$ cat src/rtl/rank_score_classifier.sv
// rank_score_classifier: gathers one score per rank kernel, scans for best and runner-up, emits rank/score/margin.
// Optional RANK_REJECT_EN: weak, ambiguous or under-populated matches report rank_out = 0.
module rank_score_classifier #(
    parameter int NUM_KERNELS      = 13,
    parameter int SCORE_WIDTH      = 11,
    parameter int TIMEOUT_CYCLES   = 2000000,
    parameter int REJECT_THRESHOLD = 600
) (
    input  logic                               clk,
    input  logic                               rst_n,
    input  logic                               frame_start,
    input  logic [NUM_KERNELS*SCORE_WIDTH-1:0] score_in,
    input  logic [NUM_KERNELS-1:0]             score_valid,
    output logic [3:0]                         rank_out,
    output logic [SCORE_WIDTH-1:0]             best_score,
    output logic [SCORE_WIDTH-1:0]             margin,
    output logic                               result_valid,
    output logic                               busy,
    output logic                               overrun
);
    localparam int CW = (TIMEOUT_CYCLES > 1) ? $clog2(TIMEOUT_CYCLES) : 1;
`ifdef RANK_REJECT_EN
    localparam bit REJECT_EN = 1'b1;
`else
    localparam bit REJECT_EN = 1'b0;
`endif
    typedef enum logic [1:0] {COLLECT, SCAN, EMIT} state_t;
    state_t                 r_state;
    logic [NUM_KERNELS-1:0] r_received;
    logic [SCORE_WIDTH-1:0] r_score [NUM_KERNELS];
    logic [CW-1:0]          r_cnt;
    logic [3:0]             r_idx;
    logic [3:0]             r_best_idx;
    logic [SCORE_WIDTH-1:0] r_best;
    logic [SCORE_WIDTH-1:0] r_second;
    logic [3:0]             r_rank;
    logic [SCORE_WIDTH-1:0] r_best_score;
    logic [SCORE_WIDTH-1:0] r_margin;
    logic                   r_result_valid;
    logic                   r_busy;
    logic                   r_overrun;
    logic [NUM_KERNELS-1:0] w_recv_next;
    logic                   w_timeout;
    logic [SCORE_WIDTH-1:0] w_margin;
    logic                   w_reject;
    assign w_recv_next = r_received | score_valid;
    assign w_timeout   = (r_received != '0) && (r_cnt == CW'(TIMEOUT_CYCLES - 1));
    assign w_margin    = r_second - r_best;
    // Fewer than two received kernels can only happen on a timeout-forced scan
    assign w_reject    = REJECT_EN && ((r_best > SCORE_WIDTH'(REJECT_THRESHOLD)) ||
                         (w_margin == '0) || ($countones(r_received) < 2));
    assign rank_out     = r_rank;
    assign best_score   = r_best_score;
    assign margin       = r_margin;
    assign result_valid = r_result_valid;
    assign busy         = r_busy;
    assign overrun      = r_overrun;
    always_ff @(posedge clk or negedge rst_n) begin
        if (!rst_n) begin
            r_state        <= COLLECT;
            r_received     <= '0;
            for (int k = 0; k < NUM_KERNELS; k++) r_score[k] <= '1;
            r_cnt          <= '0;
            r_idx          <= '0;
            r_best_idx     <= '0;
            r_best         <= '1;
            r_second       <= '1;
            r_rank         <= '0;
            r_best_score   <= '0;
            r_margin       <= '0;
            r_result_valid <= 1'b0;
            r_busy         <= 1'b0;
            r_overrun      <= 1'b0;
        end else if (frame_start) begin
            r_state        <= COLLECT;
            r_received     <= score_valid;
            for (int k = 0; k < NUM_KERNELS; k++)
                r_score[k] <= score_valid[k] ? score_in[k*SCORE_WIDTH +: SCORE_WIDTH] : '1;
            r_cnt          <= '0;
            r_result_valid <= 1'b0;
            r_busy         <= 1'b0;
            r_overrun      <= 1'b0;
        end else begin
            r_result_valid <= 1'b0;
            case (r_state)
                COLLECT: begin
                    for (int k = 0; k < NUM_KERNELS; k++)
                        if (score_valid[k]) r_score[k] <= score_in[k*SCORE_WIDTH +: SCORE_WIDTH];
                    r_received <= w_recv_next;
                    if (r_received != '0) r_cnt <= r_cnt + 1'b1;
                    if ((&w_recv_next) || w_timeout) begin
                        r_state  <= SCAN;
                        r_busy   <= 1'b1;
                        r_idx    <= '0;
                        r_best   <= '1;
                        r_second <= '1;
                    end
                end
                SCAN: begin
                    if (score_valid != '0) r_overrun <= 1'b1;
                    // Scores shift toward slot 0 so the comparator always reads one fixed entry
                    for (int k = 0; k < NUM_KERNELS - 1; k++) r_score[k] <= r_score[k+1];
                    r_score[NUM_KERNELS-1] <= '1;
                    if (r_score[0] < r_best) begin
                        r_second   <= r_best;
                        r_best     <= r_score[0];
                        r_best_idx <= r_idx;
                    end else if (r_score[0] < r_second) begin
                        r_second <= r_score[0];
                    end
                    r_idx <= r_idx + 4'd1;
                    if (r_idx == 4'(NUM_KERNELS - 1)) r_state <= EMIT;
                end
                EMIT: begin
                    if (score_valid != '0) r_overrun <= 1'b1;
                    r_result_valid <= 1'b1;
                    r_rank         <= w_reject ? 4'd0 : r_best_idx + 4'd1;
                    r_best_score   <= r_best;
                    r_margin       <= w_margin;
                    r_received     <= '0;
                    for (int k = 0; k < NUM_KERNELS; k++) r_score[k] <= '1;
                    r_cnt          <= '0;
                    r_busy         <= 1'b0;
                    r_state        <= COLLECT;
                end
                default: r_state <= COLLECT;
            endcase
        end
    end
endmodule
$ cat config.mk
export PLATFORM = sky130hd
export DESIGN_NAME = rank_score_classifier
export DESIGN_NICKNAME = d
export VERILOG_FILES = /design/src/rtl/rank_score_classifier.sv
export SDC_FILE = /design/constraint.sdc
export NUM_CORES = 1
export LEC_CHECK = 0
export BUFFER_PORTS_ARGS = -buffer_cell sky130_fd_sc_hd__buf_2
export CAP_MARGIN = 30
export CORE_ASPECT_RATIO = 1.5
export CORE_UTILIZATION = 35
export DETAILED_ROUTE_END_ITERATION = 8
export SLEW_MARGIN = 0
export SYNTH_ARGS = -nofsm -noshare
export SYNTH_HDL_FRONTEND = slang
export SYNTH_SLANG_ARGS = --single-unit
$ cat constraint.sdc
create_clock -name clk -period 4.3 [get_ports clk]
set_clock_uncertainty 0.05 [all_clocks]
set_input_delay 0.86 -clock clk [delete_from_list [all_inputs] [get_ports clk]]
set_output_delay 0.86 -clock clk [all_outputs]
set_load 0.01 [all_outputs]
After elaboration in Yosys (flattened, before gate mapping)
Cells that the tools add are included.

Flip-flop bits (word level): 238. Input bits: 159. Output and inout bits: 29.

Reduce and logical (&&, ||, !) cells: 34. Magnitude comparators: 2. Equal/unequal tests: 23. Add/subtract/negate cells: 4. Bitwise operators: 2. Muxes and demuxes: 53.

Operators with widths (count): $pmux W143 S3 (1); $mux W11 (30); $mux W143 (1); $ne A3 B3 Y1 const B (17); $pmux W11 S2 (2); $mux W21 (2); $pmux W21 S2 (1); $reduce_and A2 Y1 (18); $pmux W13 S2 (1); $reduce_bool A13 Y1 (2); $lt A11 B11 Y1 (2); $add A21 B1 Y21 const B (1); $eq A21 B21 Y1 const B (1); $mux W13 (1); $or A13 B13 Y13 (1); $reduce_and A13 Y1 (1); $sub A11 B11 Y11 (1); $add A4 B1 Y4 const B (2); $pmux W4 S2 (1); $reduce_and A4 Y1 (2); $mux W1 (7); $mux W2 (3); $reduce_and A3 Y1 (2); $reduce_bool A2 Y1 (3); 14 further kinds (15).

Logic depth before layout (Yosys ltp)
Gate-level depths: netlist (run 1).

Word-level depth: 6. Gate-level depth with buffers: 11.

Worst setup path after synthesis (run 1)
Ideal clock, no wire load.

Kind: register to register. From: reg r_best[10]. To: reg r_second[9]. Library setup time: 0.075 ns. Arrival time: 2.347 ns. Slack: 1.829 ns. Data required time: 4.175 ns. Stages on the path, launching flop included: 10. Path buffers: 1. Period minus slack after synthesis: 2.471 ns. Path through: dfstp_2 > inv_1 > ha_1 > a211oi_1 > nand2_1 > o22a_1 > o21ai_1 > clkbuf_1 > mux2_2 > mux2i_1.

Cells in the longest elaborated chain, start to end: 3.

RTL lines: from (decl) (line 34) `logic [SCORE_WIDTH-1:0] r_best;`; from (signal assigned) (line 106) `r_best <= r_score[0];`; $lt A11 B11 Y1 (*) (line 104) `if (r_score[0] < r_best) begin`; $ne A3 B3 Y1 (no line) / $mux W11 (equally long branches); $reduce_and A4 Y1 (no line) / $pmux W11 S2 (equally long branches); to (signal assigned) (line 105) `r_second <= r_best;`; to (signal assigned) (line 109) `r_second <= r_score[0];`; to (decl) (line 35) `logic [SCORE_WIDTH-1:0] r_second;`.

Mark *: on every way between the ends. The rest lies on a longest branch, timed or not. A chain may end at the register's enable or synchronous reset.

Worst setup path in the final report (run 1)
From: reg r_best[10]. To: reg r_best_idx[0].

Cells in the longest elaborated chain, start to end: 2.

RTL lines: $lt A11 B11 Y1 (line 104); $reduce_and A3 Y1 (no line); to (signal assigned) (line 107) `r_best_idx <= r_idx;`; to (decl) (line 33) `logic [3:0] r_best_idx;`.

No other way between the ends.

==> qor.csv, run 1 <==
metric;value;unit
die_w;156.7;µm
tritoncts;built;
path_clk_slew;60;ps
slew_headroom;32.39;%
hold_viol_final;0;
ys_top_cells_by_area;dfstp_2 (35%), dfrtp_1 (15%), o31ai_1 (8.1%);
rows;84;
fin_tns_setup;0;ps
core_area;35210;µm²
layout_commonest_cell;nand2_1;
antenna_found_initial;13;
drc;0;
gr-total-overflow;0;
ir_worst_vdd;0.2773;mV
worstSkewPairLatency;550;ps
fin_crit;3105;ps
fillers;3502;
hold_path_class;in -> async;
drtPass1Iterations;5;
synthFlopType;dfstp_2;
synth_seq_area_share;49.07;%
drtAntennaViolNets;0;
synth_cell_type_count;60;
drive_above_1_share;28.32;%
startpoint_type;register;
postCtsSetupRepairBufs;0;
post-place-ws;1225;ps
tightest_slew;1014;ps
r2r_end;r_best_idx[0]$_DFFE_PN0P_;
drv_cap;0;
syn2layout_area_growth;18.69;%
grt_usage;19.91;%
synth_top_area_share;34.52;%
slew_viol_final;0;
wl;36190;µm
holdBufCountCts;0;
path_class;reg -> reg;
place_congestion;0.8541;
yosysTopAreaCell;dfstp_2;
r2r_setup_slack;1190;ps
seq_area;6162;µm²
r2r-start;r_best[10]$_DFFE_PN1P_;
root_buffer;clkbuf_16;
async_reset_ff_share;100.0;%
status;finished, final reports clean;
wl_per_cell;17.63;µm
clk_path_buf_depth;3;
period_share;72.22;%
crit_fanout;12;
cts_sinks;238;
start_util;35.67;%
layout_setup_ws;1195;ps
fmax;0.3220;GHz
power_leakage;6.636;nW
reg2regPathDepth;9;
synth.avg_cell_area;8.957;µm²
h-tree-depth;1;
nets;1753;
avgViaCountPerCell;5.200;
die_h;234.0;µm
cts-resized-gates;0;
multi_input_area;5897;µm²
synth_seq_cells;238;
synthesis.area;12560;µm²
syn_inst;1402;
top_level_ports;188;
critPathRequiredTime;4670;ps
synth_edf_count;0;
cp-end-kind;register;
grt_pass1_vias;10600;
dp_hpwl;26630;µm
drt_first_iter_violations;593;
final_cell_mix;nand2_1 (203), a21oi_1 (200), buf_2 (186);
p_per_area;496.2;nW/µm²
dieArea;36660;µm²
io_buffers;187;
rsz0062_at_grt;no;
arrival;3480;ps
vias;10680;
syn_nets;1600;
yosysWarnings;0;
grt_max_degree;107;
grt_first_pass_wirelength;56900;µm
cts_buffers;26;
setup_viol;0;
[synthesized netlist by cell type, types with 2 or more instances]
library cell	n
a2111oi_0	4
a211oi_1	4
a21o_1	8
a21oi_1	200
a22oi_1	2
a2bb2oi_1	2
a31oi_1	4
and2_1	5
and3_1	9
and4_1	2
buf_1	3
buf_2	3
buf_4	2
clkbuf_1	91
dfrtp_1	73
dfstp_2	165
ha_1	38
inv_1	30
mux2_2	6
mux2i_1	12
nand2_1	204
nand2b_1	7
nand3_1	11
nand3b_1	3
nand4_1	3
nand4b_1	2
nor2_1	176
nor2b_1	15
nor3_1	9
nor4_1	4
nor4_2	2
o2111ai_1	9
o211ai_1	14
o21a_1	5
o21ai_0	77
o22ai_1	15
o31ai_1	135
or3_1	3
xnor2_1	8
xor2_1	17
[state kept, by name (all words and copies together) (netlist names)]
name	count
r_idx	4
margin	11
r_state	2
busy	1
r_best_idx	4
best_score	11
r_score	143
r_second	11
r_received	13
result_valid	1
rank_out	4
overrun	1
r_cnt	21
r_best	11
[stage by stage]
step	total power [mW]	hold slack (ps)	instances	cell area, µm²	util, %
final	7.396	304.7	2053	14910	42.33
after global routing	7.852	340.4	2051	14900	42.32
after CTS	7.482	306.6	2048	14890	42.30
after detailed placement	5.188	410.9	2000	14040	39.87
after global placement	5.131	405.3	1997	14010	39.80
after floorplan	4.478	401.2	1402	12560	-
[how the worst max path moves through the flow]
| stage | startpoint | to | slack [ps] | depth (start not counted) |
|---|---|---|---|---|
| after floorplan | r_best[10]$_DFFE_PN1P_ | r_second[9]$_DFFE_PN1P_ | 1830 | 9 |
| after global placement | frame_start | r_score[130]$_DFFE_PN1P_ | 1150 | 6 |
| after detailed placement | frame_start | r_score[119]$_DFFE_PN1P_ | 1220 | 8 |
| after CTS | r_best[10]$_DFFE_PN1P_ | r_best_idx[0]$_DFFE_PN0P_ | 1220 | 9 |
| after global routing | r_best[10]$_DFFE_PN1P_ | r_best_idx[0]$_DFFE_PN0P_ | 1040 | 9 |
| final | r_best[10]$_DFFE_PN1P_ | r_best_idx[0]$_DFFE_PN0P_ | 1190 | 9 |
[final cells by class]
class                      instances  area share (%)
timing repair buffer             225           8.512
inverter                          31          0.7807
tap                              473           3.970
clock inverter                     8          0.4869
antenna                            5         0.08394
clock buffer                      40           5.263
multi-input combinational       1033           39.56
sequential                       238           41.34
[kinds of logic (layout without fill, tap and decap cells)]
| family | count (synthesis) | count (layout) | synth area share, % |
|---|---|---|---|
| flip-flops | 238 | 238 | 49.07 |
| other | 0 | 5 | 0 |
| buffers and inverters | 131 | 304 | 4.135 |
| XOR/XNOR | 25 | 25 | 1.744 |
| adder cells (fa/ha/maj) | 39 | 39 | 3.945 |
| AND/OR/NAND/NOR | 462 | 462 | 15.71 |
| multiplexers | 18 | 18 | 1.494 |
| AO/OA/AOI/OAI | 489 | 489 | 23.90 |
[worst max-delay path, stage by stage, from the launching register on]
cell	delay (ps)
dfstp_2	570
inv_1	70
ha_1	300
a211oi_1	250
nand2_1	270
o22a_1	400
o21ai_1	300
buf_4	260
nand3_1	180
mux2_2	330
[layer usage]
metal  part of all wire [%]  global-route usage [%]  vias to the layer above
li1                       -                       -                     5277
met1                     40                   22.97                     5034
met2                     50                   35.21                      266
met3                    5.9                   4.398                       85
met4                    3.9                   8.517                       14
met5                   0.22                       0                        -
[report_power, final]
group | switching (mW) | internal [mW] | total, mW | leakage (nW)
clock network | 0.938 | 1.31 | 2.25 | 0.416
registers | 0.315 | 2.92 | 3.23 | 2.69
logic | 1.14 | 0.772 | 1.91 | 3.54
total | 2.39 | 5.00 | 7.40 | 6.64
Power figures use the tool's default switching activity.
==> run 2: changes to the inputs <==
--- a/config.mk
+++ b/config.mk
@@ -5,6 +5,7 @@
 export SDC_FILE = /design/constraint.sdc
 export NUM_CORES = 1
 export LEC_CHECK = 0
+export ABC_AREA = 1
 export BUFFER_PORTS_ARGS = -buffer_cell sky130_fd_sc_hd__buf_2
 export CAP_MARGIN = 30
 export CORE_ASPECT_RATIO = 1.5
==> constraint.sdc (replaced) <==
create_clock -name clk -period 3.1 [get_ports clk]
set_clock_uncertainty 0.05 [all_clocks]
set_input_delay 0.62 -clock clk [delete_from_list [all_inputs] [get_ports clk]]
set_output_delay 0.62 -clock clk [all_outputs]
set_load 0.01 [all_outputs]
==> qor.csv, run 2 <==
metric;value;unit;change
startpoint_type;register;;
grt_first_pass_wirelength;65090;µm;+14%
nets;2127;;+21%
tightest_slew;847.7;ps;-166.4 ps
die_h;242.8;µm;+3.7%
drive_above_1_share;23.73;%;-4.6 points
drtAntennaViolNets;0;;unchanged
rsz0062_at_grt;yes;;
grt_pass1_vias;12150;;+15%
drt_first_iter_violations;788;;+33%
clk_path_buf_depth;3;;unchanged
synth_seq_cells;238;;unchanged
synthesis.area;13520;µm²;+7.7%
r2r-start;r_state[0]$_DFFE_PN0P_;;
cp-end-kind;register;;
avgViaCountPerCell;5.040;;-3.1%
slew_headroom;43.33;%;+11 points
crit_fanout;22;;+10
dieArea;39450;µm²;+7.6%
hold_viol_final;0;;unchanged
p_per_area;1102;nW/µm²;+120%
root_buffer;clkbuf_16;;
reg2regPathDepth;7;;-2
cp-endpoint;r_score[72]$_DFFE_PN1P_;;
use_met2;37.23;%;+2.0 points
status;finished, final reports clean;;
yosysTopAreaCell;dfstp_2;;
cts_buffers;26;;unchanged
fin_crit;2893;ps;-212.5 ps
grt_use_met3;4.016;%;-0.38 points
worstSetupStartpoint;r_state[0]$_DFFE_PN0P_;;
busiest_layer;met2;;
drv_cap;0;;unchanged
synth_cell_type_count;39;;-35%
final_cells;2442;;+19%
layout_commonest_cell;nand2_1;;
largest-register;r_score;;
path_clk_slew;70;ps;about the same
syn_inst;1800;;+28%
cpPeakStageDelay;640;ps;+70 ps
rows;87;;+3.6%
cts_sinks;238;;unchanged
path_class;reg -> reg;;
place_inst;2390;;+20%
critPathRequiredTime;3520;ps;-1150 ps
arrival;3320;ps;-160 ps
worstSkewPairLatency;560;ps;about the same
core_area;37880;µm²;+7.6%
cts-resized-gates;0;;unchanged
vias;12310;;+15%
synthFlopType;dfstp_2;;
ys_top_cells_by_area;dfstp_2 (32%), nand2_1 (14%), dfrtp_1 (14%);;
period_share;93.32;%;+21 points
async_reset_ff_share;100.0;%;unchanged
largest_register_ffs;143;;unchanged
tritoncts;built;;
drc;0;;unchanged
crit_path_top_delay_cell;o21ai_2;;
critPathBufInv;1;;-1
yosysWarnings;0;;unchanged
synth_edf_count;0;;unchanged
final_cell_mix;nand2_1 (513), o21ai_0 (210), nand3_1 (203);;
holdWs;52.07;ps;-252.7 ps
dp_hpwl;30440;µm;+14%
crit_cells;7;;-2
grt_max_degree;135;;+26%
synth.avg_cell_area;7.513;µm²;-16%
yosys-top-cells-count;nand2_1 (513), o21ai_0 (210), nand3_1 (203);;
fmax;0.3457;GHz;+7.3%
io_buffers;187;;unchanged
ir_worst_vdd;0.8363;mV;+200%
wl_per_cell;16.94;µm;-3.9%
antenna_found_initial;11;;-2
r2r_end;r_score[72]$_DFFE_PN1P_;;
postCtsSetupRepairBufs;0;;unchanged
die_w;162.5;µm;+3.7%
critPathTopFamily;simple AND/OR/NAND/NOR gates;;
use_met1;24.76;%;+1.8 points
r2r_setup_slack;210;ps;-990 ps
gr-total-overflow;0;;unchanged
top_regs;r_score (143), r_cnt (21), r_received (13);;
syn2layout_area_growth;16.30;%;
synth_seq_area_share;45.56;%;-3.5 points
setup_viol;0;;unchanged
start_util;35.70;%;about the same
slew_viol_final;0;;unchanged
cp_cell_sequence;inv_1 > ha_1 > nor2_4 > nand3_1 > o21ai_2 > nand2_1 > o21ai_1;;
holdBufCountCts;0;;unchanged
h-tree-depth;1;;unchanged
syn_nets;1998;;+25%
yosysMostFrequentCell;nand2_1;;
drtPass1Iterations;7;;+2
place_congestion;0.9065;;+6.1%
top_level_ports;188;;unchanged
finish.utilization;41.52;%;-0.81 points
power_leakage;6.928;nW;+4.4%
synth_top_area_share;32.06;%;-2.5 points
grt_usage;20.98;%;+1.1 points
hold_path_class;in -> async;;
wl;41360;µm;+14%
fillers;3981;;+14%
run 2: area by class of cell:
| type | count | area, µm² | share of cell area, % |
|---|---|---|---|
| antenna | 6 | 15.01 | 0.09546 |
| clock buffer | 37 | 754.5 | 4.797 |
| sequential | 238 | 6162 | 39.18 |
| clock inverter | 9 | 98.84 | 0.6284 |
| tap | 489 | 611.8 | 3.890 |
| timing repair buffer | 213 | 1204 | 7.653 |
| inverter | 122 | 457.9 | 2.911 |
| multi-input combinational | 1328 | 6425 | 40.85 |
run 2: routing by layer:
metal,vias up,part of all wire [%]
met3,86,5.8
met1,5698,40
met2,319,51
met4,10,3.3
met5,-,0.15
li1,6194,-
run 2: how the worst min path moves through the flow:
stage / to / cells past startpoint / from
after floorplan: best_score[0]$_DFFE_PN0P_ / 0 / rst_n
after global placement: best_score[0]$_DFFE_PN0P_ / 2 / best_score[0]$_DFFE_PN0P_
after detailed placement: best_score[0]$_DFFE_PN0P_ / 2 / best_score[0]$_DFFE_PN0P_
after CTS: r_cnt[2]$_DFFE_PN0P_ / 1 / rst_n
after global routing: r_cnt[1]$_DFFE_PN0P_ / 1 / rst_n
final: r_cnt[2]$_DFFE_PN0P_ / 1 / rst_n
run 2: cell families (layout without fill, tap and decap cells):
family                   Yosys count  in the layout  share of synthesized area [%]
AND/OR/NAND/NOR                  879            879                          27.21
AO/OA/AOI/OAI                    397            397                          15.55
flip-flops                       238            238                          45.56
buffers and inverters            234            381                          7.170
adder cells (fa/ha/maj)           39             39                          3.664
XOR/XNOR                          13             13                         0.8419
other                              0              6                              0
run 2: metrics by stage:
step / cell area, µm² / setup WS (ps) / power, mW / TNS [ps]
2_1_floorplan: 13520 / 1190 / 11.90 / 0
3_3_place_gp: 14860 / 338.0 / 14.00 / 0
3_5_place_dp: 14860 / 209.0 / 14.21 / 0
4_1_cts: 15710 / 182.9 / 17.47 / 0
5_1_grt: 15720 / -8.016 / 18.83 / -27.46
6_report: 15730 / 207.0 / 17.33 / 0
run 2: where the power goes:
group	internal [mW]	switching [mW]	leakage, nW	total (mW)
Combinational	2.64	5.18	3.83	7.82
Sequential	5.36	0.978	2.68	6.34
Clock	1.85	1.32	0.416	3.18
Total	9.85	7.48	6.93	17.3
run 2: worst register-to-register path, delay by kind of cell, from the launching register on:
| family | cells | cell delay, ps |
|---|---|---|
| compound gates | 2 | 780 |
| fa+ha+maj | 1 | 420 |
| buf+inv | 1 | 170 |
| flops | 1 | 440 |
| simple gates | 3 | 970 |
